**src/rtl/writeback_stage.sv**
```systemverilog
// rtl/writeback_stage.sv - RISC-V writeback stage: result select, load align/extend,
// late-load wait with timeout, register-file write, forwarding and retire counter.
module writeback_stage #(
  parameter int XLEN   = 32,
  parameter int REG_AW = 5,
  parameter int CNT_W  = 64,
  parameter int TMO_W  = 8
) (
  input  logic              clk,
  input  logic              rst_n,
  input  logic              valid_i,
  output logic              ready_o,
  input  logic              flush_i,
  input  logic [REG_AW-1:0] rd_i,
  input  logic              regwrite_i,
  input  logic [1:0]        WBSel_i,
  input  logic [2:0]        funct3_i,
  input  logic [XLEN-1:0]   alu_i,
  input  logic [XLEN-1:0]   pc_i,
  input  logic              mem_rvalid_i,
  input  logic [XLEN-1:0]   mem_rdata_i,
  output logic              rf_we_o,
  output logic [REG_AW-1:0] rf_waddr_o,
  output logic [XLEN-1:0]   rf_wdata_o,
  output logic              fwd_valid_o,
  output logic              load_err_o,
  output logic [CNT_W-1:0]  instret_o
);

  typedef enum logic [1:0] {
    S_IDLE   = 2'b00,
    S_WAIT   = 2'b01,
    S_COMMIT = 2'b10
  } state_t;

  localparam logic [1:0] WB_MEM = 2'b00;
  localparam logic [1:0] WB_PC4 = 2'b10;

  // Align the addressed lane down to bit 0, then extend by load size/sign.
  function automatic logic [XLEN-1:0] load_extend(input logic [2:0] f3,
                                                  input logic [1:0] lane,
                                                  input logic [XLEN-1:0] raw);
    logic [XLEN-1:0] sh;
    sh = raw >> {lane, 3'b000};
    case (f3)
      3'b000:  load_extend = {{(XLEN-8){sh[7]}}, sh[7:0]};
      3'b001:  load_extend = {{(XLEN-16){sh[15]}}, sh[15:0]};
      3'b100:  load_extend = {{(XLEN-8){1'b0}}, sh[7:0]};
      3'b101:  load_extend = {{(XLEN-16){1'b0}}, sh[15:0]};
      default: load_extend = raw;
    endcase
  endfunction

  function automatic logic is_misaligned(input logic [2:0] f3, input logic [1:0] lane);
    case (f3)
      3'b000, 3'b100: is_misaligned = 1'b0;
      3'b001, 3'b101: is_misaligned = lane[0];
      default:        is_misaligned = (lane != 2'b00);
    endcase
  endfunction

  state_t              r_state;
  state_t              w_state_next;
  logic [TMO_W-1:0]    r_tmo;
  logic [TMO_W-1:0]    w_tmo_inc;

  logic [REG_AW-1:0]   r_rd;
  logic                r_regwrite;
  logic [2:0]          r_funct3;
  logic [1:0]          r_lane;
  logic                r_misalign;

  logic                r_rf_we;
  logic [REG_AW-1:0]   r_rf_waddr;
  logic [XLEN-1:0]     r_rf_wdata;
  logic                r_load_err;
  logic [CNT_W-1:0]    r_instret;

  logic                w_accept;
  logic                w_in_mem;
  logic                w_commit_new;
  logic                w_commit_wait;
  logic                w_commit;
  logic                w_tmo_fire;
  logic [REG_AW-1:0]   w_src_rd;
  logic                w_src_regwrite;
  logic                w_src_misalign;
  logic [XLEN-1:0]     w_src_wdata;

  assign ready_o   = (r_state == S_IDLE) || (r_state == S_COMMIT);
  assign w_accept  = valid_i && ready_o && !flush_i;
  assign w_in_mem  = (WBSel_i == WB_MEM);
  assign w_tmo_inc = r_tmo + TMO_W'(1);
  assign w_commit  = w_commit_new || w_commit_wait;

  always_ff @(posedge clk or negedge rst_n) begin
    if (!rst_n) r_state <= S_IDLE;
    else        r_state <= w_state_next;
  end

  always_comb begin
    w_state_next  = r_state;
    w_commit_new  = 1'b0;
    w_commit_wait = 1'b0;
    w_tmo_fire    = 1'b0;
    case (r_state)
      S_IDLE, S_COMMIT: begin
        w_state_next = S_IDLE;
        if (w_accept) begin
          if (!w_in_mem || mem_rvalid_i) begin
            w_state_next = S_COMMIT;
            w_commit_new = 1'b1;
          end else begin
            w_state_next = S_WAIT;
          end
        end
      end
      S_WAIT: begin
        if (flush_i) begin
          w_state_next = S_IDLE;
        end else if (mem_rvalid_i) begin
          w_state_next  = S_COMMIT;
          w_commit_wait = 1'b1;
        end else if (w_tmo_inc == {TMO_W{1'b1}}) begin
          w_state_next = S_IDLE;
          w_tmo_fire   = 1'b1;
        end
      end
      default: w_state_next = S_IDLE;
    endcase
  end

  // The commit slot's contents come from the live inputs or from the held load.
  always_comb begin
    w_src_rd       = r_rd;
    w_src_regwrite = r_regwrite;
    w_src_misalign = r_misalign;
    w_src_wdata    = load_extend(r_funct3, r_lane, mem_rdata_i);
    if (w_commit_new) begin
      w_src_rd       = rd_i;
      w_src_regwrite = regwrite_i;
      w_src_misalign = w_in_mem && is_misaligned(funct3_i, alu_i[1:0]);
      case (WBSel_i)
        WB_MEM:  w_src_wdata = load_extend(funct3_i, alu_i[1:0], mem_rdata_i);
        WB_PC4:  w_src_wdata = pc_i + XLEN'(4);
        default: w_src_wdata = alu_i;
      endcase
    end
  end

  always_ff @(posedge clk or negedge rst_n) begin
    if (!rst_n) begin
      r_tmo      <= '0;
      r_rd       <= '0;
      r_regwrite <= 1'b0;
      r_funct3   <= '0;
      r_lane     <= '0;
      r_misalign <= 1'b0;
    end else begin
      if (r_state == S_WAIT && w_state_next == S_WAIT) r_tmo <= w_tmo_inc;
      else                                             r_tmo <= '0;
      if (w_accept) begin
        r_rd       <= rd_i;
        r_regwrite <= regwrite_i;
        r_funct3   <= funct3_i;
        r_lane     <= alu_i[1:0];
        r_misalign <= w_in_mem && is_misaligned(funct3_i, alu_i[1:0]);
      end
    end
  end

  always_ff @(posedge clk or negedge rst_n) begin
    if (!rst_n) begin
      r_rf_we    <= 1'b0;
      r_rf_waddr <= '0;
      r_rf_wdata <= '0;
      r_load_err <= 1'b0;
      r_instret  <= '0;
    end else begin
      r_rf_we    <= 1'b0;
      r_load_err <= w_tmo_fire;
      if (w_commit) begin
        if (w_src_misalign) begin
          r_load_err <= 1'b1;
        end else begin
          r_instret <= r_instret + CNT_W'(1);
          if (w_src_regwrite && (w_src_rd != '0)) begin
            r_rf_we    <= 1'b1;
            r_rf_waddr <= w_src_rd;
            r_rf_wdata <= w_src_wdata;
          end
        end
      end
    end
  end

  assign rf_we_o     = r_rf_we;
  assign rf_waddr_o  = r_rf_waddr;
  assign rf_wdata_o  = r_rf_wdata;
  assign fwd_valid_o = r_rf_we;
  assign load_err_o  = r_load_err;
  assign instret_o   = r_instret;

endmodule

```
**config.mk**
```make
export PLATFORM = sky130hd
export DESIGN_NAME = writeback_stage
export DESIGN_NICKNAME = d
export VERILOG_FILES = /design/src/rtl/writeback_stage.sv
export SDC_FILE = /design/constraint.sdc
export NUM_CORES = 1
export LEC_CHECK = 0
export BUFFER_PORTS_ARGS = -buffer_cell sky130_fd_sc_hd__buf_2
export CAP_MARGIN = 30
export CORE_AREA = 2 2 144 146
export DETAILED_ROUTE_END_ITERATION = 7
export DIE_AREA = 0 0 146 148
export GPL_TIMING_DRIVEN = 0
export PLACE_DENSITY = 0.73
export SYNTH_ARGS = -nofsm -noshare
export SYNTH_HDL_FRONTEND = slang
export SYNTH_SLANG_ARGS = --single-unit
```
**constraint.sdc**
```tcl
create_clock -name clk -period 2.2 [get_ports clk]
set_clock_uncertainty 0.1 [all_clocks]
set_input_delay 0.33 -clock clk [delete_from_list [all_inputs] [get_ports clk]]
set_output_delay 0.33 -clock clk [all_outputs]
set_load 0.02 [all_outputs]
```
# Word-level counts from Yosys, hierarchy flattened

Cells that the tools add are included.

Add/subtract/negate cells: 3
Equal/unequal tests: 11
Shift-type cells: 2
Muxes and demuxes: 32
Bitwise logic cells: 1
Reduce and logical (&&, ||, !) cells: 22

Operator list:

| kind                                                                   | count |
|---|---|
| 32-bit one-hot mux with 4 select lines                                 | 2 |
| 64-bit by 1-bit adder with 64-bit output (second input constant)       | 1 |
| 32-bit one-hot mux with 2 select lines                                 | 1 |
| 32-bit by 5-bit right shift with 16-bit output                         | 2 |
| 32-bit by 3-bit adder with 32-bit output (second input constant)       | 1 |
| 32-bit two-way mux                                                     | 1 |
| 1-bit two-way mux                                                      | 19 |
| 3-bit equality test (second input constant)                            | 4 |
| 2-bit two-way mux                                                      | 5 |
| 8-bit by 1-bit adder with 8-bit output (second input constant)         | 1 |
| 8-bit equality test (second input constant)                            | 1 |
| 8-bit two-way mux                                                      | 1 |
| 3-bit by 1-bit equality test with 1-bit output (second input constant) | 2 |
| 1-bit logical AND                                                      | 6 |
| 3-bit logical NOT                                                      | 2 |
| 2-bit OR reduction                                                     | 3 |
| 5-bit two-way mux                                                      | 1 |
| 5-bit nonzero test                                                     | 1 |
| 2-bit by 1-bit equality test with 1-bit output (second input constant) | 2 |
| 2-bit equality test (second input constant)                            | 2 |
| 2-bit logical NOT                                                      | 2 |
| 2-bit one-hot mux with 2 select lines                                  | 1 |
| 1-bit logical OR                                                       | 3 |
| 3-bit AND reduction                                                    | 1 |
| 5 further kinds                                                        | 6 |

Register bits: 125
Word-level logic and storage cells: 83

# Logic depth before layout (Yosys ltp)

Depth in word-level cells: 12
Depth in mapped cells: 9
Depth with buffers taken out: 7

# Worst setup path before layout

No wires, ideal clock.

Kind: flip-flop to flip-flop
From: register r_instret[26] (netlist: instret_o[26])
To: register r_instret[47] (netlist: instret_o[47])
Setup time: 80 ps
Data arrival time: 2,045 ps
Data required time: 2,020 ps
Slack: -25 ps
Stages on the path, launching flop included: 7
Buffers on the path: 0
Clock period less this slack: 2,225 ps
Cells stage by stage: dfrtp_1 -> nand4_2 -> or4b_4 -> nor4_4 -> nand4_4 -> nor4_4 -> xor2_1

Word-level cells in the longest chain between the ends: 1

RTL lines:

| item                                     | line | text |
|---|---|---|
| start, declared                          | 77   | `logic [CNT_W-1:0] r_instret;` |
| start signal, assigned                   | 186  | `r_instret <= r_instret + CNT_W'(1);` |
| 64-bit by 1-bit adder with 64-bit output | 186  |  |

Every way passes these cells.
A chain may end at the register's enable or synchronous reset.

# Worst setup path in the final report

From: register r_state[1]
To: register r_instret[50] (netlist: instret_o[50])

Word-level cells in the longest chain between the ends: 9
Elaborated cells between the ends (all ways): 14
Classes of those cells: eq/ne: 2; mux: 4; bitwise: 1; reduce/logical: 7

RTL lines:

| item                                                            | line    | text |
|---|---|---|
| start, declared                                                 | 62      | `state_t r_state;` |
| start signal, assigned                                          | 98      | `else r_state <= w_state_next;` |
| 2-bit equality test / 2-bit logical NOT (equally long branches) | 90, 106 |  |
| 1-bit logical OR                                                | 90      | `assign ready_o = (r_state == S_IDLE) \|\| (r_state == S_COMMIT);` |
| 1-bit logical AND (2 in series)                                 | 91      | `assign w_accept = valid_i && ready_o && !flush_i;` |
| 1-bit two-way mux                                               | 109     | `if (w_accept) begin` |
| 1-bit two-way mux                                               | 106     | `case (r_state)` |
| 1-bit two-way mux                                               | 139     | `if (w_commit_new) begin` |
| 1-bit inverter (no source line)                                 | n/a     |  |
| 2-bit AND reduction (no source line) (*)                        | n/a     |  |

Every way passes the cells marked *; elsewhere a longest branch is shown, timed or not.

==> metrics.txt <==
critical path launch point type=flip-flop; top cells by area, synth=dfrtp_1, xnor2_1, nand2_1; HPWL Detailed=20.6 mm; min-delay worst type=input pin to flip-flop; drt wl/cell=19.6 um; layout cell share with drive strength beyond 1=31.7%; synth unique cells=75; PortBufs=between 200 and 250; total CTS buffers=17; R2R Path End=instret_o[50]; reg2reg path depth=7; Post-Synth XOR/XNOR Area=10.5%; WP data required=between 2000 and 2500 ps; status=complete, no violations; vias in the first global route=~7900; core area=about 20000 um^2; Reg clk slew, reported paths=60 ps; reg-to-reg startpoint=r_state[1]; WL final=28.1 mm; FMAX=457 MHz; via count=roughly 8200; Reg power frac=37.3%; Least-Margin Pin Slew=793 ps; num rows=52; WS Path Type=flip-flop to flip-flop; pwr/cell area=between 700 and 800 nW/um^2; Ys Warns=0; syn nets=1000; CTS tree=done; Critical Path Sink Type=flip-flop; DRT iter0 DRCs=roughly 770; sw frac=34.7%; Leakage Power=4.94 nW; syn avg cell area=8.96 um^2; start point of the critical path=r_state[1]; fin worst setup slack=11.0 ps; CP Max Fanout=8; Via density=about 5.8; Clock Latency Late Sink=430 ps; Final period util=99.5%; GRT Util Overall=25.3%; first-pass GRT wire length=43.1 mm; total die area=between 20000 and 25000 um^2; synthesized flop and latch total=125; peak supply drop=477 uV; internal power=0.00486 W; largest family of logic cells by synthesized area=simple AND/OR/NAND/NOR gates; post-route ant nets=0; most frequent cell after synthesis=dfrtp_1; drt drc=0; First-pass DRT Iterations=5; clk buf depth=2; mux contribution to synthesized area=2.99%; io pins=217; DP Worst Slack=-550 ps; CP endpoint=instret_o[50]; Adder-Cell Fraction of Synth Area=0.632%; EDFF count, synth=0; largest net degree at the start of global routing=75; top cell type's share of synthesized area=39.5%; Mapped Area=around 8000 um^2; Hold Fails Final Rpt=0; CTS Sinks=125; DIE WIDTH=146 um; Slew HR=46.9%; Final Util=52.5%; Switch Pwr=between 0.002 and 0.003 W; Mapped Cells=between 800 and 900; initial antenna violation count=5; largest area contributor in the netlist=dfrtp_1; simple-gate share of the synthesized area=24.3%; Area growth syn-to-layout=32.8%; Layout Nets=1256; total grt overflow=0; Die Y=148 um; register area share after synthesis=just under 40%; placer congestion estimate=around 0.96; Clk pwr share=38.1%; Compound-Gate Fraction of Synth Area=18.5%; Finish-stage setup viols=0; RSZ-0062 raised after global routing=yes; CP Data Arrival Time=2400 ps; H-tree Lvls=4; combinational share of power=24.6%; max-slew violation count=0; Post-synth top cells=dfrtp_1, nand2_1, nor2_1; Tmin final=2190 ps; top_reg_cell synth=dfrtp_1; flop2flop setup slack=10 ps; Root Buffer Master=clkbuf_16; initial core utilization=39.5%; Synth async-reset ratio=100%; # Max-Cap Violations=0
routing by layer:
layer	GRT usage (%)	part of all wire (%)	up-vias
met5	0	0	-
met4	10.5	2.8	0
met3	6.39	8.5	56
met2	39.5	47	394
met1	33.7	42	4002
li1	-	-	3778
cells in the final DEF (no fill, tap or decap), types with 17 or more instances in the layout:
cell | Yosys | final
nand2_1 | 122 | 119
xor2_1 | 35 | 35
nand3_1 | 41 | 36
nand4_1 | 34 | 34
clkbuf_16 | 0 | 17
buf_2 | 11 | 222
a221oi_1 | 28 | 24
o21ai_0 | 40 | 40
dfrtp_1 | 125 | 120
buf_4 | 2 | 29
xnor2_1 | 60 | 60
a21oi_1 | 41 | 40
mux2i_1 | 18 | 18
nor2_1 | 63 | 60
clkbuf_1 | 30 | 21
per-stage QoR:
stage / instances / TNS (ps) / cell area [um^2] / hold WS (ps) / power, W
after floorplan: 884 / 0 / 7920 / -65.6 / 0.00381
after global placement: 1366 / -142220 / 9320 / 356 / 0.00453
after detailed placement: 1368 / -21410 / 9360 / 215 / 0.00456
after CTS: 1411 / 0 / 10300 / 26.5 / 0.00743
after global routing: 1427 / -1900 / 10500 / 38.8 / 0.00776
final: 1431 / 0 / 10500 / 40.5 / 0.00744
worst min-delay path by stage:
stage	from	endpoint	slack, ps	cells past startpoint
final	rd_i[2]	r_rd[2]	40	3
after global routing	rd_i[2]	r_rd[2]	40	3
after CTS	rd_i[0]	r_rd[0]	30	3
after detailed placement	rst_n	instret_o[49]	220	1
after global placement	rf_wdata_o[2]	rf_wdata_o[2]	360	1
after floorplan	rst_n	fwd_valid_o	-70	0
power by group through the flow:
stage / sequential (W) / combinational (W) / clock, W
after detailed placement: 0.00281 / 0.00175 / 0
after global routing: 0.00280 / 0.00198 / 0.00298
after global placement: 0.00279 / 0.00173 / 0
final: 0.00277 / 0.00183 / 0.00284
after floorplan: 0.00306 / 0.000746 / 0
after CTS: 0.00277 / 0.00179 / 0.00287
cell families (layout without fill, tap and decap cells):
group / Yosys count / in the layout
XOR/XNOR: 95 / 95
adder cells (fa/ha/maj): 4 / 4
other: 0 / 8
buffers and inverters: 66 / 335
flip-flops: 125 / 125
AND/OR/NAND/NOR: 364 / 364
AO/OA/AOI/OAI: 209 / 209
multiplexers: 21 / 21
final cells by class:
type	count	area [um^2]
Clock buffer	17	425
Tap cell	270	338
Inverter	17	63.8
Antenna cell	8	20.0
Fill cell	1918	9520
Buffer	45	218
Timing Repair Buffer	241	1310
Multi-Input combinational cell	693	4840
Clock inverter	15	170
Sequential cell	125	3130
worst max-delay path, stage by stage, from the launching register on:
cell	delay, ps
dfrtp_1	390
or3b_4	430
o21ai_4	180
o211a_1	230
buf_6	180
and4_4	290
nand4_1	130
xnor2_1	150
registers in the layout, summed over array words and instances (netlist names):
name         count
r_lane           2
r_tmo            8
fwd_valid_o      1
r_regwrite       1
rf_wdata_o      32
r_misalign       1
r_rd             5
r_state          2
instret_o       64
load_err_o       1
r_funct3         3
rf_waddr_o       5
what timing repair did:
action	in CTS	in global routing
gates resized for setup	42	40
hold buffers	1	0
buffers inserted	12	15
gates cloned	0	0
setup endpoints to repair	79	80
hold endpoints to repair	51	0
pin swaps	15	20
Power figures use the tool's default switching activity.
